`src/rtl/dfdd_pkg.sv`:
```
// Shared types and constants for the pixel coordinate tagging stage
// that feeds the radial a/b zone lookup.
package dfdd_pkg;

  localparam int unsigned COORD_W    = 16;
  localparam int unsigned PIX_DATA_W = 16;
  localparam int unsigned ERR_W      = 2;

  localparam int unsigned ERR_EARLY_SOF = 0;
  localparam int unsigned ERR_NO_SOF    = 1;

  typedef struct packed {
    logic [PIX_DATA_W-1:0] data;
    logic [COORD_W-1:0]    col;
    logic [COORD_W-1:0]    row;
    logic                  eol;
    logic                  eof;
  } pix_tag_t;

  localparam int unsigned PIX_TAG_W = $bits(pix_tag_t);

  typedef enum logic {
    ST_WAIT_SOF = 1'b0,
    ST_IN_FRAME = 1'b1
  } frm_state_t;

endpackage

```
`src/rtl/stream_skid_buffer.sv`:
```
// Registered valid/ready stage with a one-entry skid register; ready is
// a flop, so the downstream ready never reaches the upstream ready.
module stream_skid_buffer #(
  parameter int unsigned WIDTH = 8
) (
  input  logic             clk_i,
  input  logic             rst_i,
  input  logic [WIDTH-1:0] in_data_i,
  input  logic             in_valid_i,
  output logic             in_ready_o,
  output logic [WIDTH-1:0] out_data_o,
  output logic             out_valid_o,
  input  logic             out_ready_i
);

  logic [WIDTH-1:0] r_out_data;
  logic [WIDTH-1:0] r_skid_data;
  logic             r_out_valid;
  logic             r_in_ready;
  logic             w_in_fire;
  logic             w_out_free;

  assign w_in_fire  = in_valid_i & r_in_ready;
  assign w_out_free = ~r_out_valid | out_ready_i;

  // r_in_ready low means the skid register holds a beat.
  always_ff @(posedge clk_i or posedge rst_i) begin
    if (rst_i) begin
      r_out_data  <= '0;
      r_skid_data <= '0;
      r_out_valid <= 1'b0;
      r_in_ready  <= 1'b1;
    end else if (w_out_free) begin
      if (!r_in_ready) begin
        r_out_data  <= r_skid_data;
        r_out_valid <= 1'b1;
        r_in_ready  <= 1'b1;
      end else if (w_in_fire) begin
        r_out_data  <= in_data_i;
        r_out_valid <= 1'b1;
      end else begin
        r_out_valid <= 1'b0;
      end
    end else if (w_in_fire) begin
      r_skid_data <= in_data_i;
      r_in_ready  <= 1'b0;
    end
  end

  assign in_ready_o  = r_in_ready;
  assign out_data_o  = r_out_data;
  assign out_valid_o = r_out_valid;

endmodule

```
`src/rtl/pixel_coord_tagger.sv`:
```
// Tags a raster pixel stream with column/row coordinates and end-of-line/
// end-of-frame flags, with sticky framing-error reporting.
module pixel_coord_tagger
  import dfdd_pkg::*;
#(
  parameter int unsigned DATA_WIDTH   = 16,
  parameter int unsigned IMAGE_WIDTH  = 640,
  parameter int unsigned IMAGE_HEIGHT = 480
) (
  input  logic                  clk_i,
  input  logic                  rst_i,
  input  logic [DATA_WIDTH-1:0] data_i,
  input  logic                  sof_i,
  input  logic                  valid_i,
  output logic                  ready_o,
  output logic [DATA_WIDTH-1:0] data_o,
  output logic [COORD_W-1:0]    col_o,
  output logic [COORD_W-1:0]    row_o,
  output logic                  eol_o,
  output logic                  eof_o,
  output logic                  valid_o,
  input  logic                  ready_i,
  input  logic                  clear_err_i,
  output logic [ERR_W-1:0]      err_o
);

  localparam logic [COORD_W-1:0] LAST_COL = COORD_W'(IMAGE_WIDTH - 1);
  localparam logic [COORD_W-1:0] LAST_ROW = COORD_W'(IMAGE_HEIGHT - 1);

  frm_state_t             r_state;
  frm_state_t             w_state_nxt;
  logic [COORD_W-1:0]     r_col_cnt;
  logic [COORD_W-1:0]     r_row_cnt;
  logic [COORD_W-1:0]     w_col_tag;
  logic [COORD_W-1:0]     w_row_tag;
  logic                   w_eol;
  logic                   w_eof;
  logic                   w_ready;
  logic                   w_in_hs;
  logic                   w_fwd;
  logic                   w_accept;
  logic                   w_cnt_zero;
  logic [ERR_W-1:0]       r_err;
  logic [ERR_W-1:0]       w_err_set;
  pix_tag_t               w_in_tag;
  pix_tag_t               w_out_tag;
  logic [PIX_TAG_W-1:0]   w_out_bits;
  logic                   w_out_valid;

  assign w_in_hs    = valid_i & w_ready;
  assign w_fwd      = (r_state == ST_IN_FRAME) | sof_i;
  assign w_accept   = w_in_hs & w_fwd;
  assign w_cnt_zero = (r_col_cnt == '0) & (r_row_cnt == '0);

  // sof forces the (0,0) tag whatever the counters say.
  assign w_col_tag = sof_i ? '0 : r_col_cnt;
  assign w_row_tag = sof_i ? '0 : r_row_cnt;
  assign w_eol     = (w_col_tag == LAST_COL);
  assign w_eof     = w_eol & (w_row_tag == LAST_ROW);

  assign w_in_tag = '{
    data: PIX_DATA_W'(data_i),
    col:  w_col_tag,
    row:  w_row_tag,
    eol:  w_eol,
    eof:  w_eof
  };

  // Counters sit at (0,0) in frame only right after eof, since a line
  // holds at least two pixels.
  always_comb begin
    w_err_set                = '0;
    w_err_set[ERR_EARLY_SOF] = w_in_hs & sof_i & ~w_cnt_zero;
    w_err_set[ERR_NO_SOF]    = w_in_hs & ~sof_i &
                               ((r_state == ST_WAIT_SOF) | w_cnt_zero);
  end

  always_ff @(posedge clk_i or posedge rst_i) begin
    if (rst_i) begin
      r_state <= ST_WAIT_SOF;
    end else begin
      r_state <= w_state_nxt;
    end
  end

  always_comb begin
    w_state_nxt = r_state;
    case (r_state)
      ST_WAIT_SOF: if (w_in_hs && sof_i) w_state_nxt = ST_IN_FRAME;
      ST_IN_FRAME: w_state_nxt = ST_IN_FRAME;
      default:     w_state_nxt = ST_WAIT_SOF;
    endcase
  end

  always_ff @(posedge clk_i or posedge rst_i) begin
    if (rst_i) begin
      r_col_cnt <= '0;
      r_row_cnt <= '0;
    end else if (w_accept) begin
      if (w_eol) begin
        r_col_cnt <= '0;
        r_row_cnt <= w_eof ? '0 : w_row_tag + COORD_W'(1);
      end else begin
        r_col_cnt <= w_col_tag + COORD_W'(1);
        r_row_cnt <= w_row_tag;
      end
    end
  end

  // A new error event overrides a simultaneous clear.
  always_ff @(posedge clk_i or posedge rst_i) begin
    if (rst_i) begin
      r_err <= '0;
    end else begin
      r_err <= (clear_err_i ? '0 : r_err) | w_err_set;
    end
  end

  stream_skid_buffer #(
    .WIDTH(PIX_TAG_W)
  ) u_skid (
    .clk_i      (clk_i),
    .rst_i      (rst_i),
    .in_data_i  (w_in_tag),
    .in_valid_i (valid_i & w_fwd),
    .in_ready_o (w_ready),
    .out_data_o (w_out_bits),
    .out_valid_o(w_out_valid),
    .out_ready_i(ready_i)
  );

  assign w_out_tag = pix_tag_t'(w_out_bits);

  assign ready_o = w_ready;
  assign valid_o = w_out_valid;
  assign data_o  = DATA_WIDTH'(w_out_tag.data);
  assign col_o   = w_out_tag.col;
  assign row_o   = w_out_tag.row;
  assign eol_o   = w_out_tag.eol;
  assign eof_o   = w_out_tag.eof;
  assign err_o   = r_err;

endmodule

```
`config.mk`:
```
export PLATFORM = sky130hd
export DESIGN_NAME = pixel_coord_tagger
export DESIGN_NICKNAME = d
export VERILOG_FILES = /design/src/rtl/dfdd_pkg.sv /design/src/rtl/stream_skid_buffer.sv /design/src/rtl/pixel_coord_tagger.sv
export SDC_FILE = /design/constraint.sdc
export NUM_CORES = 1
export LEC_CHECK = 0
export ABC_CLOCK_PERIOD_IN_PS = 11800
export BUFFER_PORTS_ARGS = -buffer_cell sky130_fd_sc_hd__buf_4
export CAP_MARGIN = 40
export CORE_ASPECT_RATIO = 1.75
export CORE_UTILIZATION = 55
export CTS_CLUSTER_DIAMETER = 150
export DETAILED_ROUTE_END_ITERATION = 8
export PLACE_DENSITY = 0.76
export SLEW_MARGIN = 20
export SYNTH_ARGS = -nofsm -noshare
export SYNTH_HDL_FRONTEND = slang
export SYNTH_SLANG_ARGS = --single-unit
```
`constraint.sdc`:
```
create_clock -name clk_i -period 11.8 [get_ports clk_i]
set_input_delay 1.18 -clock clk_i [delete_from_list [all_inputs] [get_ports clk_i]]
set_output_delay 1.18 -clock clk_i [all_outputs]
set_load 0.02 [all_outputs]
```
==> summary.txt, run 1 <==
Drt
  – Antenna viol nets, final: 0
  – Vias per cell: 6.00
  – DR pass1 iterations: 5
  – Initial DRC Count: 422
  – Overall routed net length: 15.5 mm
  – Vias: 5,229
  – Average wire per standard cell: 17.8 um
  – DRC violations left: 0

Synthesis
  – #FFs+latches synth: 137
  – Syn. warnings: 0
  – Count leader, synth: dfrtp_1
  – Synth Flop Type: dfrtp_1
  – Synth cell count leaders: dfrtp_1 (136), nand2_1 (64), nor2_1 (62), a21oi_1 (39), nand3_1 (34)
  – Number of synthesized flops with an enable pin: 0
  – Top cells by area, synth: dfrtp_1 (51%), mux2_2 (4.9%), mux2i_1 (4.8%), nand2_1 (3.6%), nor2_1 (3.5%)
  – Syn avg cell area: 9.93 um^2
  – Async S/R FF share, synth: 100%
  – Post-synth top area cell: dfrtp_1
  – Synth Net Count: 693
  – Mapped Cells: 669
  – Sequential area share after synthesis: 51.6%
  – Distinct cells, synth: 60
  – Yosys top cell area share: 51.2%
  – Synthesized area: 6650 um^2

Placed design
  – Placed Instances: 837
  – GPL Wtd Cong: 0.929
  – Placed Area: 7300 um^2
  – Post-DP HPWL: 10.5 mm
  – Pre-CTS WS: 8100 ps
  – Port Buffers: 75

Clock tree
  – # resized after CTS: 0
  – CTS tree: done
  – Clock tree buffer depth: 2
  – CTS Buf Count: 17
  – Hold buffer count at CTS: 0
  – Number of post-CTS setup repair buffers: 0
  – CTS Root Cell: clkbuf_16
  – Total clock sinks: 137
  – H-tree depth: 4
  – Clock slew seen by the registers of the worst setup and hold paths: 60 ps
  – Worst-Skew Late Latency: 410 ps

Die
  – # IOs: 76
  – Die H: 147 um
  – Die Wd: 85.1 um
  – Placeable core area: 11,600 um^2
  – Row cnt: 52
  – Die area: 12,500 um^2
  – Initial Util: 57.1%

Power
  – Pwr Total: 1.36 mW
  – P per Cell Area: 171 nW/um^2
  – Lkg Pwr: 3.60 nW
  – VDD IR max: 0.121 mV

Finish
  – Filler cell count: 933
  – Fin cells: 871
  – Diodes inserted: 0
  – Fin util: 68.3%
  – Share of layout cells above drive strength 1: 22.4%
  – Final instance area: 7960 um^2
  – Final net count: 747
  – Area growth from synthesis to layout: 19.8%

Global routing
  – GRT Total Usage: 26.3%
  – First-pass GRT wire length: 25.8 mm
  – Number of global-route vias before repair: 5,140
  – Largest net degree at the start of global routing: 74
  – Antenna violations before repair: 0
  – GRT overflow: 0

STA
  – FMAX: 292 MHz
  – Worst slew pin tran: 749 ps
  – Final Hold Fails: 0
  – Rel. slew slack: 49.6%
  – Setup TNS: 0 ps
  – Final Critical Period: 3420 ps
  – Pins over their slew limit: 0
  – Clk_skew: 4.02 ps
  – RSZ-0062 raised after global routing: no
  – Final period utilization: 29.0%
  – Finish-stage setup viols: 0
  – Worst hold margin: 481 ps
  – Setup ws final: 8380 ps

Hold path
  – Hold Path Depth: 2
  – Hold Path Class: reg -> reg

Worst setup path
  – Worst-case reg-to-reg path depth: 7
  – Critical Path RT: 12,110 ps
  – Worst path cell trace: buf_4, nor2b_1, ha_1, nand3_2, or3_1, a211oi_1, o21ai_1, a21o_1
  – Setup CP Type: in -> reg
  – CP max FO: 50
  – Crit-path max cell delay: 610 ps
  – CP Launch Type: input pin
  – WP depth: 8
  – CP top delay family: simple AND/OR/NAND/NOR gates
  – Data arrival, critical path: 3730 ps
  – Slowest-stage cell, CP: or3_1
  – Crit path buf inv count: 1
  – CP Capture Type: flip-flop

Run status
  – Status: completed

Flow run
  – Max-cap violations: 0
-- registers in the layout (all words and copies together) (netlist names) --
| register | count |
|---|---|
| r_state | 1 |
| u_skid.out_data_o | 50 |
| r_col_cnt | 16 |
| r_row_cnt | 16 |
| u_skid.out_valid_o | 1 |
| u_skid.in_ready_o | 1 |
| err_o | 2 |
| u_skid.r_skid_data | 50 |
-- worst paths after layout --
| kind | startpoint | end | slack (ps) |
|---|---|---|---|
| min reg2reg | u_skid.r_skid_data[14]$_DFFE_PP0P_ | u_skid.r_skid_data[14]$_DFFE_PP0P_ | 480 |
| max reg2reg | r_col_cnt[0]$_DFFE_PP0P_ | r_row_cnt[11]$_DFFE_PP0P_ | 9040 |
| max in group asynchronous | rst_i | u_skid.in_ready_o$_DFFE_PP1P_ | 10330 |
| min | u_skid.r_skid_data[14]$_DFFE_PP0P_ | u_skid.r_skid_data[14]$_DFFE_PP0P_ | 480 |
| max | sof_i | r_row_cnt[11]$_DFFE_PP0P_ | 8380 |
| min in group asynchronous | rst_i | r_col_cnt[11]$_DFFE_PP0P_ | 630 |
-- logic make-up after synthesis --
logic type	Yosys count	synth area share [%]
and+or+nand+nor	261	20.9
AOI/OAI and AO/OA	144	13.1
DFF	137	51.6
buffers and inverters	63	4.10
muxes	62	9.90
adders and majority gates	2	0.377
-- cells in the final DEF, fill, tap and decap left out, drive strengths merged, types with 2 or more instances in the layout --
cell type,instances
o41ai,2
nand4,7
o31ai,10
nand3b,4
buf,87
and4b,3
nor3,12
a31oi,26
o21ai,40
a221o,2
a22o,3
clkinv,6
or3,7
and3,3
mux2i,32
or4,2
and4,2
ha,2
o211ai,7
o21a,2
and2,3
nor2b,14
inv,10
a21o,3
nor2,63
a21oi,39
nand2b,24
clkinvlp,3
or2,3
clkbuf,21
a211oi,3
bufinv,3
nand2,65
nor4,12
dfrtp,136
mux2,30
nand3,36
-- worst min-delay path: stages, from the launching register on --
cell and delay (ps):
dfrtp_1 340, nand2_1 50, o21ai_0 60
-- power by group --
part           total (mW)  switching, mW  internal [mW]
Clock               0.549          0.201          0.349
Combinational       0.251          0.143          0.108
Sequential          0.565         0.0364          0.529
Total                1.36          0.380          0.985
-- layout make-up --
type	instances	area, um^2	share of cell area [%]
Sequential cell	137	3430	43.1
Multi-Input combinational cell	469	2960	37.1
Timing Repair Buffer	87	746	9.37
Clock buffer	21	470	5.91
Tap cell	135	169	2.12
Clock inverter	11	145	1.82
Inverter	11	43.8	0.550
-- routing by layer --
layer	routed length [um]	vias up	part of all wire (%)	global-route usage (%)
li1	-	2501	-	-
met1	6110	2511	39	32.2
met2	8030	173	52	43.7
met3	772	44	5.0	5.53
met4	586	0	3.8	13.8
met5	0	-	0	0
Power figures use the tool's default switching activity.
==> run 2, diff against run 1 <==
ABC_CLOCK_PERIOD_IN_PS = 3550   (was 11800)
clock period = 3.55 ns   (was 11.8 ns; I/O delays follow)
==> run 2 against run 1 <==
  * The run now ends with hold timing left
  * Non-clock buffer count stayed put
  * Core utilization is 0.89 points lower
  * Combinational power grew to 3.3 times the previous value
  * Wire length is 1.3% lower
  * Critical endpoint is now r_col_cnt[14]$_DFFE_PP0P_
  * Highest routed layer unchanged
==> summary.txt, run 2 (synthesis gave the netlist of run 1 again) <==
Global routing
  – Largest net degree at the start of global routing: 101
  – GRT overflow: 0
  – First-pass GRT wire length: 26.5 mm
  – Antenna violations before repair: 0
  – GRT Total Usage: 26.8%
  – Number of global-route vias before repair: 5,330

Flow run
  – Max-cap violations: 0

Drt
  – Average wire per standard cell: 17.6 um
  – DRC violations left: 0
  – Antenna viol nets, final: 0
  – DR pass1 iterations: 5
  – Overall routed net length: 15.3 mm
  – Vias: 5,196
  – Initial DRC Count: 351
  – Vias per cell: 5.97

Die
  – Die Wd: 85.1 um
  – Row cnt: 52
  – Die H: 147 um
  – Die area: 12,500 um^2
  – Placeable core area: 11,600 um^2
  – Initial Util: 57.1%
  – # IOs: 76

STA
  – FMAX: 392 MHz
  – Setup ws final: 999 ps
  – Final Critical Period: 2550 ps
  – Clk_skew: 8.32 ps
  – Setup TNS: 0 ps
  – Final Hold Fails: 1
  – Pins over their slew limit: 0
  – Finish-stage setup viols: 0
  – Worst hold margin: -0.571 ps
  – Final period utilization: 71.8%
  – Rel. slew slack: 55.9%
  – Worst slew pin tran: 662 ps
  – RSZ-0062 raised after global routing: no

Worst setup path
  – End of the critical path: r_col_cnt[14]$_DFFE_PP0P_
  – Data arrival, critical path: 2850 ps
  – CP Capture Type: flip-flop
  – CP max FO: 8
  – Setup CP Type: reg -> reg
  – CP startpoint: r_col_cnt[0]$_DFFE_PP0P_
  – Slowest-stage cell, CP: or3_1
  – CP Launch Type: flip-flop
  – Setup slack, reg-to-reg: 1000 ps
  – Critical Path RT: 3850 ps
  – Worst reg2reg path startpoint: r_col_cnt[0]$_DFFE_PP0P_
  – CP top delay family: simple AND/OR/NAND/NOR gates
  – Worst path cell trace: nor2b_1, ha_1, nand3_2, or3_1, nor3_4, a31oi_1, a221o_1
  – FF-to-FF End: r_col_cnt[14]$_DFFE_PP0P_
  – Crit-path max cell delay: 630 ps
  – Crit path buf inv count: 0
  – WP depth: 7
  – Worst-case reg-to-reg path depth: 7

Clock tree
  – Worst-Skew Late Latency: 420 ps
  – CTS tree: done
  – Total clock sinks: 137
  – CTS Root Cell: clkbuf_16
  – Number of post-CTS setup repair buffers: 0
  – Hold buffer count at CTS: 0
  – Clock tree buffer depth: 2
  – # resized after CTS: 0
  – Clock slew seen by the registers of the worst setup and hold paths: 60 ps
  – H-tree depth: 4
  – CTS Buf Count: 17

Finish
  – Filler cell count: 929
  – Final net count: 747
  – Most frequent cells in the layout: dfrtp_1 (136), buf_4 (84), nand2_1 (63)
  – Commonest non-fill, non-tap cell in the layout: dfrtp_1
  – Share of layout cells above drive strength 1: 21.8%
  – Area growth from synthesis to layout: 18.2%
  – Diodes inserted: 0

Placed design
  – Post-DP HPWL: 10.4 mm
  – Port Buffers: 75
  – GPL Wtd Cong: 0.884
  – Pre-CTS WS: 766 ps

Power
  – Lkg Pwr: 3.55 nW
  – P per Cell Area: 560 nW/um^2
  – VDD IR max: 0.415 mV
  – Pwr Total: 4.40 mW

Run status
  – Status: finished with violations
  – Failing checks: hold timing

Hold path
  – Hold Path Class: in -> async
## run 2: how the worst min path moves through the flow
| stage | startpoint | to | slack (ps) | depth (start not counted) |
|---|---|---|---|---|
| after floorplan | u_skid.r_skid_data[1]$_DFFE_PP0P_ | u_skid.r_skid_data[1]$_DFFE_PP0P_ | 450 | 2 |
| after global placement | rst_i | u_skid.r_skid_data[7]$_DFFE_PP0P_ | 440 | 2 |
| after detailed placement | rst_i | u_skid.r_skid_data[7]$_DFFE_PP0P_ | 450 | 2 |
| after CTS | rst_i | u_skid.r_skid_data[7]$_DFFE_PP0P_ | 9 | 2 |
| after global routing | rst_i | u_skid.r_skid_data[7]$_DFFE_PP0P_ | 40 | 2 |
| final | rst_i | u_skid.r_skid_data[7]$_DFFE_PP0P_ | -0.6 | 2 |
## run 2: per-stage QoR
step                      std cells  cell area, um^2  utilization (%)
after floorplan                 669             6650                -
after global placement          838             7270             62.4
after detailed placement        839             7290             62.6
after CTS                       870             7860             67.5
after global routing            870             7860             67.5
final                           870             7860             67.5
## run 2: metal layers
| metal | part of all wire, % | GRT usage (%) |
|---|---|---|
| met4 | 2.4 | 10.7 |
| met3 | 4.0 | 5.75 |
| met1 | 42 | 33.2 |
| met2 | 52 | 45.3 |
| met5 | 0 | 0 |
## run 2: worst reg2reg max path, stage by stage, from the launching register on
cell and delay [ps]:
dfrtp_1 390, nor2b_1 300, ha_1 260, nand3_2 140, or3_1 630, nor3_4 320, a31oi_1 120, a221o_1 270
## run 2: power breakdown
group	switching, mW	internal (mW)	total [mW]
logic	0.470	0.350	0.820
clock network	0.640	1.07	1.71
registers	0.119	1.76	1.88
total	1.23	3.17	4.40
## run 2: layout make-up
| type | count | area (um^2) | area share [%] |
|---|---|---|---|
| tap | 135 | 169 | 2.15 |
| multi-input combinational | 469 | 2960 | 37.6 |
| sequential | 137 | 3430 | 43.7 |
| timing repair buffer | 87 | 691 | 8.79 |
| inverter | 11 | 45.0 | 0.573 |
| clock buffer | 24 | 472 | 6.00 |
| clock inverter | 7 | 93.8 | 1.19 |
